$ cat src/rtl/serial_load_controller.sv
// serial_load_controller: samples an asynchronous bit-serial link and
// downloads a length-prefixed program into instruction memory.
module serial_load_controller #(
    parameter int ADDR_W         = 12,
    parameter int DEPTH          = 4096,
    parameter int TIMEOUT_CYCLES = 65535
) (
    input  logic              clk,
    input  logic              reset,
    input  logic              load_req,
    input  logic              dataOnPin,
    input  logic              dataPin,
    output logic              mem_we,
    output logic [ADDR_W-1:0] mem_addr,
    output logic [31:0]       mem_data,
    output logic              proc_hold,
    output logic              busy,
    output logic              done,
    output logic              error,
    output logic [ADDR_W:0]   words_loaded
);

    localparam int TW = $clog2(TIMEOUT_CYCLES + 1);
    localparam logic [ADDR_W:0] DEPTH_L = (ADDR_W+1)'(DEPTH);
    localparam logic [TW-1:0] TO_LAST = TW'(TIMEOUT_CYCLES - 1);

    typedef enum logic [2:0] {
        IDLE,
        HEADER,
        LOAD,
        WRITE,
        DONE,
        ERROR
    } state_t;

    state_t state;

    logic              strb_s1;
    logic              strb_s2;
    logic              strb_prev;
    logic              data_s1;
    logic              data_s2;
    logic [30:0]       shift;
    logic [4:0]        bit_cnt;
    logic [TW-1:0]     idle_cnt;
    logic [ADDR_W-1:0] addr;
    logic [ADDR_W:0]   len;

    logic              active;
    logic              counting;
    logic              bit_edge;
    logic              word_done;
    logic              timeout;
    logic [31:0]       word;
    logic [ADDR_W:0]   next_count;
    logic              bad_len;

    // The incoming bit completes the word in place, so only 31 bits of
    // history need to be stored.
    assign active     = (state == HEADER) || (state == LOAD) ||
                        (state == WRITE);
    assign counting   = (state == HEADER) || (state == LOAD);
    assign bit_edge   = strb_s2 & ~strb_prev;
    assign word       = {data_s2, shift};
    assign word_done  = active && bit_edge && (bit_cnt == 5'd31);
    assign timeout    = counting && !bit_edge && (bit_cnt != 5'd0) &&
                        (idle_cnt == TO_LAST);
    assign next_count = words_loaded + 1'b1;
    assign bad_len    = (|word[31:ADDR_W+1]) ||
                        (word[ADDR_W:0] > DEPTH_L);

    // Two-flop synchronizers for strobe and data, plus strobe history.
    always_ff @(posedge clk or negedge reset) begin
        if (!reset) begin
            strb_s1   <= 1'b0;
            strb_s2   <= 1'b0;
            strb_prev <= 1'b0;
            data_s1   <= 1'b0;
            data_s2   <= 1'b0;
        end else begin
            strb_s1   <= dataOnPin;
            strb_s2   <= strb_s1;
            strb_prev <= strb_s2;
            data_s1   <= dataPin;
            data_s2   <= data_s1;
        end
    end

    // LSB-first shifter; held empty whenever no session is running.
    always_ff @(posedge clk or negedge reset) begin
        if (!reset) begin
            shift   <= '0;
            bit_cnt <= '0;
        end else if (!active) begin
            shift   <= '0;
            bit_cnt <= '0;
        end else if (bit_edge) begin
            shift   <= word[31:1];
            bit_cnt <= bit_cnt + 5'd1;
        end
    end

    // Inter-bit idle timer, only armed while a word is partially received.
    always_ff @(posedge clk or negedge reset) begin
        if (!reset) begin
            idle_cnt <= '0;
        end else if (!counting || bit_edge || (bit_cnt == 5'd0)) begin
            idle_cnt <= '0;
        end else begin
            idle_cnt <= idle_cnt + 1'b1;
        end
    end

    // Session sequencer with registered outputs.
    always_ff @(posedge clk or negedge reset) begin
        if (!reset) begin
            state        <= IDLE;
            mem_we       <= 1'b0;
            mem_addr     <= '0;
            mem_data     <= '0;
            proc_hold    <= 1'b1;
            busy         <= 1'b0;
            done         <= 1'b0;
            error        <= 1'b0;
            words_loaded <= '0;
            addr         <= '0;
            len          <= '0;
        end else begin
            mem_we <= 1'b0;
            unique case (state)
                IDLE: begin
                    if (load_req) begin
                        state        <= HEADER;
                        busy         <= 1'b1;
                        proc_hold    <= 1'b1;
                        done         <= 1'b0;
                        error        <= 1'b0;
                        words_loaded <= '0;
                        addr         <= '0;
                    end
                end
                HEADER: begin
                    if (!load_req || timeout ||
                        (word_done && bad_len)) begin
                        state     <= ERROR;
                        error     <= 1'b1;
                        busy      <= 1'b0;
                        proc_hold <= 1'b1;
                    end else if (word_done) begin
                        len <= word[ADDR_W:0];
                        if (word[ADDR_W:0] == '0) begin
                            state     <= DONE;
                            done      <= 1'b1;
                            busy      <= 1'b0;
                            proc_hold <= 1'b0;
                        end else begin
                            state <= LOAD;
                        end
                    end
                end
                LOAD: begin
                    if (!load_req || timeout) begin
                        state     <= ERROR;
                        error     <= 1'b1;
                        busy      <= 1'b0;
                        proc_hold <= 1'b1;
                    end else if (word_done) begin
                        state    <= WRITE;
                        mem_we   <= 1'b1;
                        mem_addr <= addr;
                        mem_data <= word;
                    end
                end
                WRITE: begin
                    addr         <= addr + 1'b1;
                    words_loaded <= next_count;
                    if (!load_req) begin
                        state     <= ERROR;
                        error     <= 1'b1;
                        busy      <= 1'b0;
                        proc_hold <= 1'b1;
                    end else if (next_count == len) begin
                        state     <= DONE;
                        done      <= 1'b1;
                        busy      <= 1'b0;
                        proc_hold <= 1'b0;
                    end else begin
                        state <= LOAD;
                    end
                end
                DONE: begin
                    if (!load_req) begin
                        state <= IDLE;
                    end
                end
                ERROR: begin
                    if (!load_req) begin
                        state <= IDLE;
                    end
                end
                default: state <= IDLE;
            endcase
        end
    end

endmodule
$ cat config.mk
export PLATFORM = sky130hd
export DESIGN_NAME = serial_load_controller
export DESIGN_NICKNAME = d
export VERILOG_FILES = /design/src/rtl/serial_load_controller.sv
export SDC_FILE = /design/constraint.sdc
export NUM_CORES = 1
export LEC_CHECK = 0
export ABC_AREA = 1
export BUFFER_PORTS_ARGS = -buffer_cell sky130_fd_sc_hd__buf_2
export CAP_MARGIN = 10
export CORE_UTILIZATION = 45
export DETAILED_ROUTE_END_ITERATION = 8
export HOLD_SLACK_MARGIN = 0.02
export PLACE_DENSITY = 0.75
export SLEW_MARGIN = 20
export SYNTH_ARGS = -nofsm -noshare
export SYNTH_HDL_FRONTEND = slang
export SYNTH_SLANG_ARGS = --single-unit
$ cat constraint.sdc
create_clock -name clk -period 2 [get_ports clk]
set_clock_uncertainty 0.15 [all_clocks]
set_input_delay 0.2 -clock clk [delete_from_list [all_inputs] [get_ports clk]]
set_output_delay 0.2 -clock clk [all_outputs]
set_load 0.005 [all_outputs]
## After elaboration in Yosys (flattened, before gate mapping)

Index checks and enable logic that the tools add are counted.

| storage, ports and cells | value |
|---|---|
| input port bits | 5 |
| logic and storage cells | 127 |
| output and inout port bits | 62 |
| flip-flop bits (word level) | 147 |

| operators by class | value |
|---|---|
| reduce and logical (&&, ||, !) cells | 32 |
| $add $sub $neg | 4 |
| eq/ne operators | 23 |
| order comparisons | 1 |
| bitwise gates (word level) | 4 |
| muxes and demuxes | 44 |

Operators by type and width:

| cell | number |
|---|---|
| 31-bit 2-to-1 mux | 2 |
| 3-bit 2-to-1 mux | 9 |
| 13-bit case mux with 2 select lines | 1 |
| 12-bit case mux with 2 select lines | 1 |
| 1-bit 2-to-1 mux | 21 |
| 19-bit OR reduction | 1 |
| 16-bit by 1-bit adder with 16-bit output (second input constant) | 1 |
| 16-bit equality test (second input constant) | 1 |
| 16-bit 2-to-1 mux | 1 |
| 3-bit case mux with 5 select lines | 1 |
| 13-bit by 1-bit adder with 13-bit output (second input constant) | 1 |
| 13-bit equality test | 1 |
| 13-bit greater-than comparator (second input constant) | 1 |
| 13-bit logical NOT | 1 |
| 13-bit 2-to-1 mux | 1 |
| 12-bit by 1-bit adder with 12-bit output (second input constant) | 1 |
| 12-bit 2-to-1 mux | 1 |
| 2-bit != test (second input constant) | 6 |
| 1-bit case mux with 4 select lines | 3 |
| 5-bit 2-to-1 mux | 2 |
| 2-bit by 1-bit != test with 1-bit output (second input constant) | 5 |
| 3-bit by 2-bit != test with 1-bit output (second input constant) | 3 |
| 1-bit logical OR | 7 |
| 7-bit AND reduction | 1 |
| 23 further kinds | 35 |

## Depth between registers and ports, before layout

Gate-level depths: netlist of run 1.

| logic depth | value |
|---|---|
| depth after elaboration | 10 |
| depth in mapped cells | 15 |
| gate-level depth less buffers | 15 |

## Worst setup path after synthesis of run 1

No wires, ideal clock.

| path | value |
|---|---|
| path type | flip-flop to flip-flop |
| start point | reg bit_cnt[0] |
| end point | reg mem_addr[10] |
| stages on the path, launching flop included | 11 |
| data required time | 1.723 ns |
| buffers on the path | 1 |
| path slack | 0.035 ns |
| clock period less this slack | 1.965 ns |
| setup time | 0.127 ns |
| arrival time | 1.687 ns |
| path through | dfrtp_1 > inv_1 > ha_1 > nand3_1 > nand2_1 > nor2_2 > a21oi_4 > nand2_2 > nor2_4 > buf_6 > mux2_1 |

| on the way | value |
|---|---|
| cells in the longest elaborated chain, start to end | 6 |
| elaborated cells between the ends (all ways) | 8 |
| those cells by class | eq/ne: 1; bitwise: 1; reduce/logical: 6 |

Ends and longest elaborated chain:

| what | line | RTL |
|---|---|---|
| start: declaration | 44 | `logic [4:0] bit_cnt;` |
| start signal: assignment | 99 | `bit_cnt <= bit_cnt + 5'd1;` |
| 5-bit nonzero test | 66 | `assign timeout = counting && !bit_edge && (bit_cnt != 5'd0) &&` |
| 1-bit logical AND (2 in a row) | 66 |  |
| 1-bit logical OR | 162 | `if (!load_req \|\| timeout) begin` |
| 1-bit inverter (no source line) | n/a |  |
| 3-bit AND reduction (no source line) * | n/a |  |
| end signal: assignment | 170 | `mem_addr <= addr;` |
| end: declaration | 14 | `output logic [ADDR_W-1:0] mem_addr,` |

Mark *: on every way between the ends. The rest lies on a longest branch, timed or not.
A chain may end at the register's enable or synchronous reset.

## Worst setup path in the final report of run 1

| path | value |
|---|---|
| start point | reg bit_cnt[1] |
| end point | reg mem_addr[6] |

The elaborated chain is that of the path after synthesis.

==> impl_metrics.json, run 1 <==
{
  "reg2reg_to": "mem_addr[6]$_DFFE_PN0P_",
  "grt_max_degree": 49,
  "ys_seq_elements": 147,
  "worst_pin_slew_ns": 0.4966,
  "setup_violations": 51,
  "power_leakage_uw": 0.004184,
  "postRouteAntennaNets": 0,
  "nNetsFinal": 887,
  "fin_ws_ns": -0.1273,
  "arrival_ns": 2.29,
  "area_growth_pct": 32.33,
  "rows": 43,
  "drcViolationCount": 0,
  "cts_tree": "built",
  "synth-xor-area-share": 0.01190,
  "cts_made_buffers": 17,
  "r2r_cells": 13,
  "cap_violations": 0,
  "grtUsageTotal": 0.2260,
  "fin_crit_sh": 1.064,
  "avgSynthCellArea_sq_um": 8.912,
  "antenna_found_initial": 0,
  "cp_max_fo": 7,
  "r2r-start": "bit_cnt[1]$_DFFE_PN0P_",
  "synth_edf_count": 0,
  "crit_type": "reg -> reg",
  "hold_ws_ns": 0.1212,
  "finalCriticalPeriod_ns": 2.127,
  "syn_nets": 755,
  "fin_util": 0.6216,
  "cts_root_buf": "clkbuf_16",
  "setup_tns_ns": -4.044,
  "reg2reg_slack_ns": -0.13,
  "final_cell_mix": "151 x nand2_1, 145 x dfrtp_1, 79 x inv_1",
  "synth_top_family_by_area": "simple AND/OR/NAND/NOR gates",
  "ys.flop_type": "dfrtp_1",
  "outcome": "finished with violations",
  "nFillCells": 1101,
  "ys_seq_area_frac": 0.5557,
  "yosys_warnings": 0,
  "synth_cells": 743,
  "place_ws_ns": -0.1273,
  "h-tree-depth": 4,
  "dpl.hpwl_mm": 10.28,
  "path_cells": "ha_2 > nand2_1 > nor2_1 > ha_2 > inv_2 > nor2_4 > inv_2 > nor2_4 > buf_12 > buf_12 > buf_6 > nand2_1 > o21a_1",
  "synth_fa_ha_area_frac": 0.01323,
  "port_buffers": 66,
  "synth.distinct_cells": 38,
  "gp_congestion": 0.8705,
  "synthesis.area_sq_mm": 0.006621,
  "coreArea_sq_mm": 0.01410,
  "yosys-mux-area-fraction": 0.01663,
  "worstPathRequired_ns": 2.17,
  "num_antenna_cells": 0,
  "clk_pin_slew_ns": 0.06,
  "timing.critical_path.to_type": "flip-flop",
  "min_path_type": "in -> async",
  "drt_iter0_markers": 394,
  "max-vdd-ir-drop_mv": 0.6897,
  "gr-total-overflow": 0,
  "violations": "setup timing",
  "cts_sinks": 147,
  "grt_pass1_vias": 5496,
  "stdcell_area_sq_mm": 0.008762,
  "cpMaxStageDelayCell": "dfrtp_1",
  "via_per_inst": 5.434,
  "slew_headroom": 0.6689,
  "hold_viol": 0,
  "clock.fmax_ghz": 0.4701,
  "initial_core_util": 0.4697,
  "grt_pass1_wl_mm": 26.26,
  "insertion_delay_ns": 0.43,
  "io-pin-count": 67,
  "cpPeakStageDelay_ns": 0.39,
  "final_common_cell": "nand2_1",
  "first_pass_iters": 5,
  "clk_path_buf_depth": 2,
  "synth_compound_area_frac": 0.1268,
  "die_height_um": 123.3,
  "die-area_sq_mm": 0.01520,
  "async_flop_share": 1.000,
  "drive_gt1_frac": 0.2878,
  "placed_area_sq_mm": 0.007521,
  "p_per_area_mw_per_mm2": 866.0,
  "synth-simple-area-share": 0.2101,
  "die-width_um": 123.3,
  "vias": 5793,
  "wl_per_cell_um": 15.83,
  "slew_viol_final": 0,
  "rsz0062_at_grt": "yes",
  "wirelength_mm": 16.88,
  "cp-start-kind": "flip-flop"
}
cells in the mapped netlist, types with 2 or more instances:
cell / number / area [sq um]
a21oi_1: 17 / 85.08
buf_1: 3 / 11.26
buf_2: 5 / 25.02
buf_4: 4 / 30.03
clkbuf_1: 8 / 30.03
dfrtp_1: 146 / 3654
ha_1: 7 / 87.58
inv_1: 85 / 319.1
inv_2: 2 / 7.510
mux2_1: 7 / 78.83
mux2i_1: 2 / 20.02
nand2_1: 181 / 679.4
nand2_2: 4 / 25.02
nand3_1: 49 / 245.2
nand3b_1: 4 / 30.03
nand4_1: 4 / 25.02
nor2_1: 62 / 232.7
nor2_2: 4 / 25.02
nor2_4: 2 / 22.52
nor3_1: 9 / 45.04
nor4_1: 2 / 12.51
o21a_1: 36 / 270.3
o21ai_0: 40 / 200.2
o22ai_1: 39 / 244.0
xnor2_1: 3 / 26.28
xor2_1: 6 / 52.55
critical path, delay by kind of cell, from the launching register on:
kind	cells	cell delay, ns
flops	1	0.39
simple gates	5	0.49
buf+inv	5	0.51
compound gates	1	0.10
fa+ha+maj	2	0.38
worst max-delay path by stage:
stage,from,end,slack (ns),cells past startpoint
after detailed placement,bit_cnt[0]$_DFFE_PN0P_,error$_DFFE_PN0P_,-0.13,13
after global routing,bit_cnt[0]$_DFFE_PN0P_,mem_addr[6]$_DFFE_PN0P_,-0.23,13
after CTS,bit_cnt[0]$_DFFE_PN0P_,mem_addr[3]$_DFFE_PN0P_,-0.09,13
after global placement,bit_cnt[0]$_DFFE_PN0P_,error$_DFFE_PN0P_,-0.06,13
after floorplan,bit_cnt[0]$_DFFE_PN0P_,mem_addr[10]$_DFFE_PN0P_,0.04,10
final,bit_cnt[1]$_DFFE_PN0P_,mem_addr[6]$_DFFE_PN0P_,-0.13,13
through the flow:
stage	power (uW)	cells
4_1_cts	7526	1060
2_1_floorplan	3662	743
5_1_grt	7861	1066
3_3_place_gp	4083	1019
3_5_place_dp	4088	1019
6_report	7588	1066
sequential cells by signal, summed over array words and instances (netlist names), 3 cells and up:
register / count
shift: 31
addr: 12
idle_cnt: 16
words_loaded: 13
mem_data: 32
len: 13
bit_cnt: 5
mem_addr: 12
state: 3
metal layers:
| layer | track usage | up-vias | wire [um] | share of wire |
|---|---|---|---|---|
| met5 | 0 | - | 0 | 0 |
| met4 | 0.1032 | 0 | 553 | 0.033 |
| met3 | 0.05627 | 54 | 1017 | 0.060 |
| li1 | - | 2708 | - | - |
| met2 | 0.3582 | 220 | 8255 | 0.49 |
| met1 | 0.2923 | 2811 | 7050 | 0.42 |
layout make-up:
type	instances	area, sq um	area share
repair buffers	134	1071	0.1222
flip-flops and latches	147	3681	0.4201
well taps	180	225.2	0.02570
inverters	87	329.1	0.03756
clock inverters	11	178.9	0.02042
clock buffers	19	442.9	0.05055
multi-input cells	488	2834	0.3234
power by group:
group          internal (uW)  switching (uW)
clock                   2120            1250
sequential              3060            70.0
combinational            403             684
repair_timing:
action | 4_1_cts | 5_1_grt
gates cloned | 3 | 3
pin swaps | 8 | 23
gates resized for setup | 43 | 87
hold buffers | 3 | 0
hold endpoints to repair | 111 | 0
setup buffers | 5 | 4
setup endpoints to repair | 36 | 71
logic make-up (layout without fill, tap and decap cells):
group | count (synthesis) | after routing
adder cells (fa/ha/maj) | 7 | 7
AND/OR/NAND/NOR | 326 | 326
multiplexers | 10 | 10
buffers and inverters | 108 | 251
AO/OA/AOI/OAI | 136 | 136
flip-flops | 147 | 147
XOR/XNOR | 9 | 9
Power figures use the tool's default switching activity.
==> run 2, diff against run 1 <==
PLACE_DENSITY = default   (was 0.75)
PLACE_DENSITY_LB_ADDON = 0.3   (was default)
==> run 2 against run 1 <==
- the flow still finishes with violations (setup timing)
- total power shrank 5.1%
- wire length shrank 7.0%
- first-iteration DRC count grew 1.3%
- worst setup slack lost 0.026 ns
- clock power shrank 10%
- die area is the same
- non-clock buffer count grew 11
- core utilization grew 0.27 points
- sequential power is essentially flat
- critical path type unchanged
- sequential share of layout area shrank 0.17 points
- register-to-register slack lost 0.03 ns
==> impl_metrics.json, run 2 (synthesis results as in run 1) <==
{
  "setup_tns_ns": -4.369,
  "fin_ws_ns": -0.1537,
  "io-pin-count": 67,
  "nFillCells": 1179,
  "dpl.hpwl_mm": 10.06,
  "first_pass_iters": 4,
  "r2r_cells": 13,
  "die_height_um": 123.3,
  "wl_per_cell_um": 14.55,
  "clk_pin_slew_ns": 0.06,
  "rsz0062_at_grt": "yes",
  "min_path_type": "in -> async",
  "h-tree-depth": 4,
  "drive_gt1_frac": 0.2892,
  "cp_max_fo": 6,
  "die-area_sq_mm": 0.01520,
  "grt_pass1_wl_mm": 24.31,
  "antenna_found_initial": 0,
  "postRouteAntennaNets": 0,
  "area_growth_pct": 32.90,
  "finalCriticalPeriod_ns": 2.154,
  "cp-start-kind": "flip-flop",
  "grtUsageTotal": 0.2079,
  "insertion_delay_ns": 0.42,
  "fin_crit_sh": 1.077,
  "cap_violations": 0,
  "crit_type": "reg -> reg",
  "path_cells": "inv_2 > nand3_4 > nand2_2 > nand2_2 > nor2_4 > a21oi_4 > nand2_2 > nor2_4 > buf_12 > buf_4 > buf_6 > clkbuf_16 > o21a_1",
  "cp.depth": 13,
  "power_leakage_uw": 0.004235,
  "use_met2": 0.3048,
  "setup_violations": 59,
  "met1_usage": 0.2949,
  "crit_buf_inv": 5,
  "crit_path_frequent_cell": "nand2_2",
  "cts_root_buf": "clkbuf_16",
  "gp_congestion": 0.8857,
  "port_buffers": 66,
  "outcome": "finished with violations",
  "stdcell_area_sq_mm": 0.008800,
  "met3_usage": 0.04151,
  "drt_iter0_markers": 399,
  "grt_max_degree": 50,
  "initial_core_util": 0.4697,
  "totalPowerFinal_uw": 7200,
  "slew_headroom": 0.6800,
  "crit_family": "buffers and inverters",
  "cts_made_buffers": 17,
  "largest_reg_flops": 32,
  "via_per_inst": 5.141,
  "regMostFlops": "mem_data",
  "gr-total-overflow": 0,
  "cts_sinks": 147,
  "nNetsFinal": 898,
  "final_common_cell": "nand2_1",
  "vias": 5547,
  "placed_area_sq_mm": 0.007571,
  "worstPathRequired_ns": 2.16,
  "die-width_um": 123.3,
  "clk_path_buf_depth": 2,
  "hold_viol": 0,
  "worst_pin_slew_ns": 0.4800,
  "rows": 43,
  "busiest_layer": "met2",
  "cpPeakStageDelay_ns": 0.43,
  "coreArea_sq_mm": 0.01410,
  "final_cell_mix": "151 x nand2_1, 144 x dfrtp_1, 80 x inv_1",
  "arrival_ns": 2.31,
  "violations": "setup timing",
  "drcViolationCount": 0,
  "slew_viol_final": 0,
  "p_per_area_mw_per_mm2": 818.2,
  "cpMaxStageDelayCell": "dfrtp_1",
  "max-vdd-ir-drop_mv": 0.5843,
  "cts_tree": "built",
  "wirelength_mm": 15.70,
  "reg.largest.list": "mem_data (32), shift (31), idle_cnt (16)",
  "grt_pass1_vias": 5158,
  "clock.fmax_ghz": 0.4643,
  "timing.critical_path.to_type": "flip-flop",
  "num_antenna_cells": 0
}
[run 2: metal layers]
metal  vias to the layer above  routed length (um)  share of wire
met4                         0                 404          0.026
met1                      2648                7474           0.48
li1                       2728                   -              -
met3                        31                 721          0.046
met5                         -                   0              0
met2                       140                7097           0.45
[run 2: repair_timing]
item	in CTS	in global routing
endpoints found under the hold margin	149	0
endpoints found under the setup margin	37	68
setup buffers	0	15
gates resized for setup	8	88
gates cloned	0	10
hold buffers	3	0
pin swaps	0	30
[run 2: power breakdown]
group	internal (uW)	switching [uW]
sequential	3060	67.4
combinational	403	647
clock	1770	1250
total	5240	1960
[run 2: worst register-to-register path: cells and delay by family, from the launching register on]
family,cells,cell delay [ns]
AOI/OAI and AO/OA,2,0.25
buffers and inverters,5,0.68
and+or+nand+nor,6,0.54
DFF,1,0.43
[run 2: through the flow]
step           std cells  hold slack, ns  utilization  setup slack [ns]
6_report            1079          0.1332       0.6243           -0.1537
5_1_grt             1079          0.1709       0.6243           -0.2073
3_5_place_dp        1019         0.02125       0.5371           -0.1268
4_1_cts             1054          0.1371       0.5808          -0.07131
3_3_place_gp        1019         0.02174       0.5371          -0.04373
2_1_floorplan        743         -0.2456            -           0.03515
[run 2: final cells by class]
class                   count  area, sq um  area share
clock buffers              20        456.7     0.05190
clock inverters            12        103.9     0.01180
inverters                  87        326.6     0.03711
multi-input cells         488         2783      0.3162
flip-flops and latches    147         3682      0.4185
well taps                 180        225.2     0.02559
repair buffers            145         1222      0.1389
[run 2: path summary, 6_finish.rpt]
path / from / endpoint / slack, ns
max: state[2]$_DFFE_PN0P_ / mem_data[17]$_DFFE_PN0P_ / -0.15
min in group clk: load_req / state[2]$_DFFE_PN0P_ / 0.19
max reg2reg: state[2]$_DFFE_PN0P_ / mem_data[17]$_DFFE_PN0P_ / -0.15
max in group asynchronous: reset / mem_addr[0]$_DFFE_PN0P_ / 0.97
min: reset / shift[27]$_DFFE_PN0P_ / 0.13
min reg2reg: data_s1$_DFF_PN0_ / data_s2$_DFF_PN0_ / 0.20
==> run 3, diff against run 2 <==
BUFFER_PORTS_ARGS = -buffer_cell sky130_fd_sc_hd__buf_4   (was -buffer_cell sky130_fd_sc_hd__buf_2)
REMOVE_ABC_BUFFERS = 1   (was default)
==> run 3 against run 2 <==
- the flow still finishes with violations (setup timing)
- worst setup slack improved by 0.036 ns
- wire length rose by 6.9%
- global-route usage increased by 1.8 points
- critical path type unchanged
- total power grew 3.8%
- register-to-register slack better by 0.04 ns
- clock-buffer cell count is the same
- first-iteration DRC count down 36%
==> impl_metrics.json, run 3 (synthesis results as in run 1) <==
{
  "outcome": "finished with violations",
  "violations": "setup timing",
  "setup_violations": 60,
  "die-width_um": 123.3,
  "drive_gt1_frac": 0.3068,
  "layoutNonFillerInstCount": 1086,
  "regMostFlops": "mem_data",
  "postRouteAntennaNets": 0,
  "clock.fmax_ghz": 0.4721,
  "min_path_type": "in -> async",
  "switching_share": 0.2739,
  "crit_path_frequent_cell": "nand2_1",
  "cts_sinks": 147,
  "insertion_delay_ns": 0.43,
  "gp_congestion": 0.9062,
  "finalCriticalPeriod_ns": 2.118,
  "fin_ws_ns": -0.1180,
  "drcViolationCount": 0,
  "reg2reg_slack_ns": -0.12,
  "cap_violations": 0,
  "via_per_inst": 5.293,
  "antenna_found_initial": 0,
  "drt_iter0_markers": 255,
  "path_cells": "buf_6 > ha_4 > buf_6 > xnor2_4 > xnor2_1 > nor2_1 > nand3_1 > nor2_2 > nand3_2 > nand2_2 > nand2_1 > nand2_1 > nand2_1",
  "grt_pass1_wl_mm": 26.21,
  "cp-start-kind": "flip-flop",
  "h-tree-depth": 4,
  "cpPeakStageDelay_ns": 0.39,
  "gr-total-overflow": 0,
  "crit_type": "reg -> reg",
  "cts_made_buffers": 17,
  "fin_util": 0.6469,
  "initial_core_util": 0.4697,
  "p_comb_frac": 0.159,
  "clk_path_buf_depth": 2,
  "rows": 43,
  "fin_crit_sh": 1.059,
  "worst_pin_slew_ns": 0.4684,
  "cpMaxStageDelayCell": "dfrtp_1",
  "area_growth_pct": 37.72,
  "switchingPower_uw": 2046,
  "coreArea_sq_mm": 0.01410,
  "arrival_ns": 2.28,
  "slew_viol_final": 0,
  "vias": 5748,
  "die_height_um": 123.3,
  "final_cell_mix": "150 x nand2_1, 144 x dfrtp_1, 118 x buf_4",
  "cts_root_buf": "clkbuf_16",
  "worstPathRequired_ns": 2.17,
  "totalPowerFinal_uw": 7471,
  "grtUsageTotal": 0.2256,
  "clk_pin_slew_ns": 0.06,
  "num_antenna_cells": 0,
  "grt_pass1_vias": 5443,
  "power_leakage_uw": 0.004291,
  "io-pin-count": 67,
  "dpl.hpwl_mm": 10.05,
  "p_per_area_mw_per_mm2": 819.3,
  "wirelength_mm": 16.77,
  "place_ws_ns": -0.1170,
  "seqPwrFrac": 0.420,
  "timing.critical_path.to_type": "flip-flop",
  "cts_tree": "built",
  "hold_viol": 0,
  "slew_headroom": 0.6878,
  "reg.largest.list": "mem_data (32), shift (31), idle_cnt (16)",
  "p_int_uw": 5425,
  "first_pass_iters": 7,
  "clkPwrFrac": 0.420,
  "port_buffers": 66,
  "max-vdd-ir-drop_mv": 0.6382,
  "largest_reg_flops": 32,
  "cp_max_fo": 3,
  "dpl.cell_count": 1023,
  "die-area_sq_mm": 0.01520,
  "rsz0062_at_grt": "yes",
  "wl_per_cell_um": 15.44,
  "final_common_cell": "nand2_1",
  "grt_max_degree": 50,
  "nNetsFinal": 905
}
-- run 3: path summary, 6_finish.rpt --
| kind | startpoint | end | cells past startpoint |
|---|---|---|---|
| max in group asynchronous | reset | proc_hold$_DFFE_PN1P_ | 3 |
| worst min-delay path | reset | mem_data[17]$_DFFE_PN0P_ | 2 |
| worst max-delay path | words_loaded[0]$_DFFE_PN0P_ | state[1]$_DFFE_PN0P_ | 13 |
| worst min register to register | data_s1$_DFF_PN0_ | data_s2$_DFF_PN0_ | 0 |
| worst max register to register | words_loaded[0]$_DFFE_PN0P_ | state[1]$_DFFE_PN0P_ | 13 |
| min in group clk | data_s1$_DFF_PN0_ | data_s2$_DFF_PN0_ | 0 |
-- run 3: worst max-delay path, delay by kind of cell (launching register included) --
| kind | cells | cell delay (ns) |
|---|---|---|
| flops | 1 | 0.39 |
| xor+xnor | 2 | 0.26 |
| buf+inv | 2 | 0.24 |
| simple gates | 8 | 0.81 |
| fa+ha+maj | 1 | 0.16 |
-- run 3: area by class of cell --
| class | count | area, sq um |
|---|---|---|
| Inverter | 87 | 329.1 |
| Clock buffer | 20 | 446.7 |
| Timing Repair Buffer | 152 | 1403 |
| Sequential cell | 147 | 3682 |
| Clock inverter | 12 | 132.6 |
| Multi-Input combinational cell | 488 | 2900 |
| Tap cell | 180 | 225.2 |
| Fill cell | 1063 | 4977 |
-- run 3: metrics by stage --
step           setup TNS (ns)  cell area [sq um]  hold WS [ns]
6_report               -4.477               9119        0.1181
5_1_grt                -12.02               9119        0.1568
4_1_cts                -1.409               8673        0.1354
3_5_place_dp           -4.006               7726       0.01978
3_3_place_gp           -1.088               7726      0.009392
2_1_floorplan          -38.91               6514       -0.2456
-- run 3: timing repair --
item | CTS | global route
gates resized for setup | 47 | 98
endpoints found under the setup margin | 51 | 71
gates cloned | 4 | 4
pin swaps | 14 | 26
buffers inserted | 12 | 10
hold buffers | 3 | 0
hold endpoints to repair | 148 | 0
-- run 3: power by group through the flow --
stage | Sequential (uW) | Combinational (uW) | Clock, uW
after floorplan | 3170 | 465 | 0
after global placement | 3180 | 926 | 0
after detailed placement | 3190 | 952 | 0
after CTS | 3140 | 1000 | 3160
after global routing | 3150 | 1310 | 3300
final | 3140 | 1190 | 3140
-- run 3: metal layers --
| layer | wire [um] | up-vias | GRT usage |
|---|---|---|---|
| met5 | 0 | - | 0 |
| met4 | 367 | 0 | 0.1002 |
| met3 | 826 | 36 | 0.04290 |
| met2 | 8305 | 173 | 0.3684 |
| met1 | 7273 | 2804 | 0.2920 |
| li1 | - | 2735 | - |
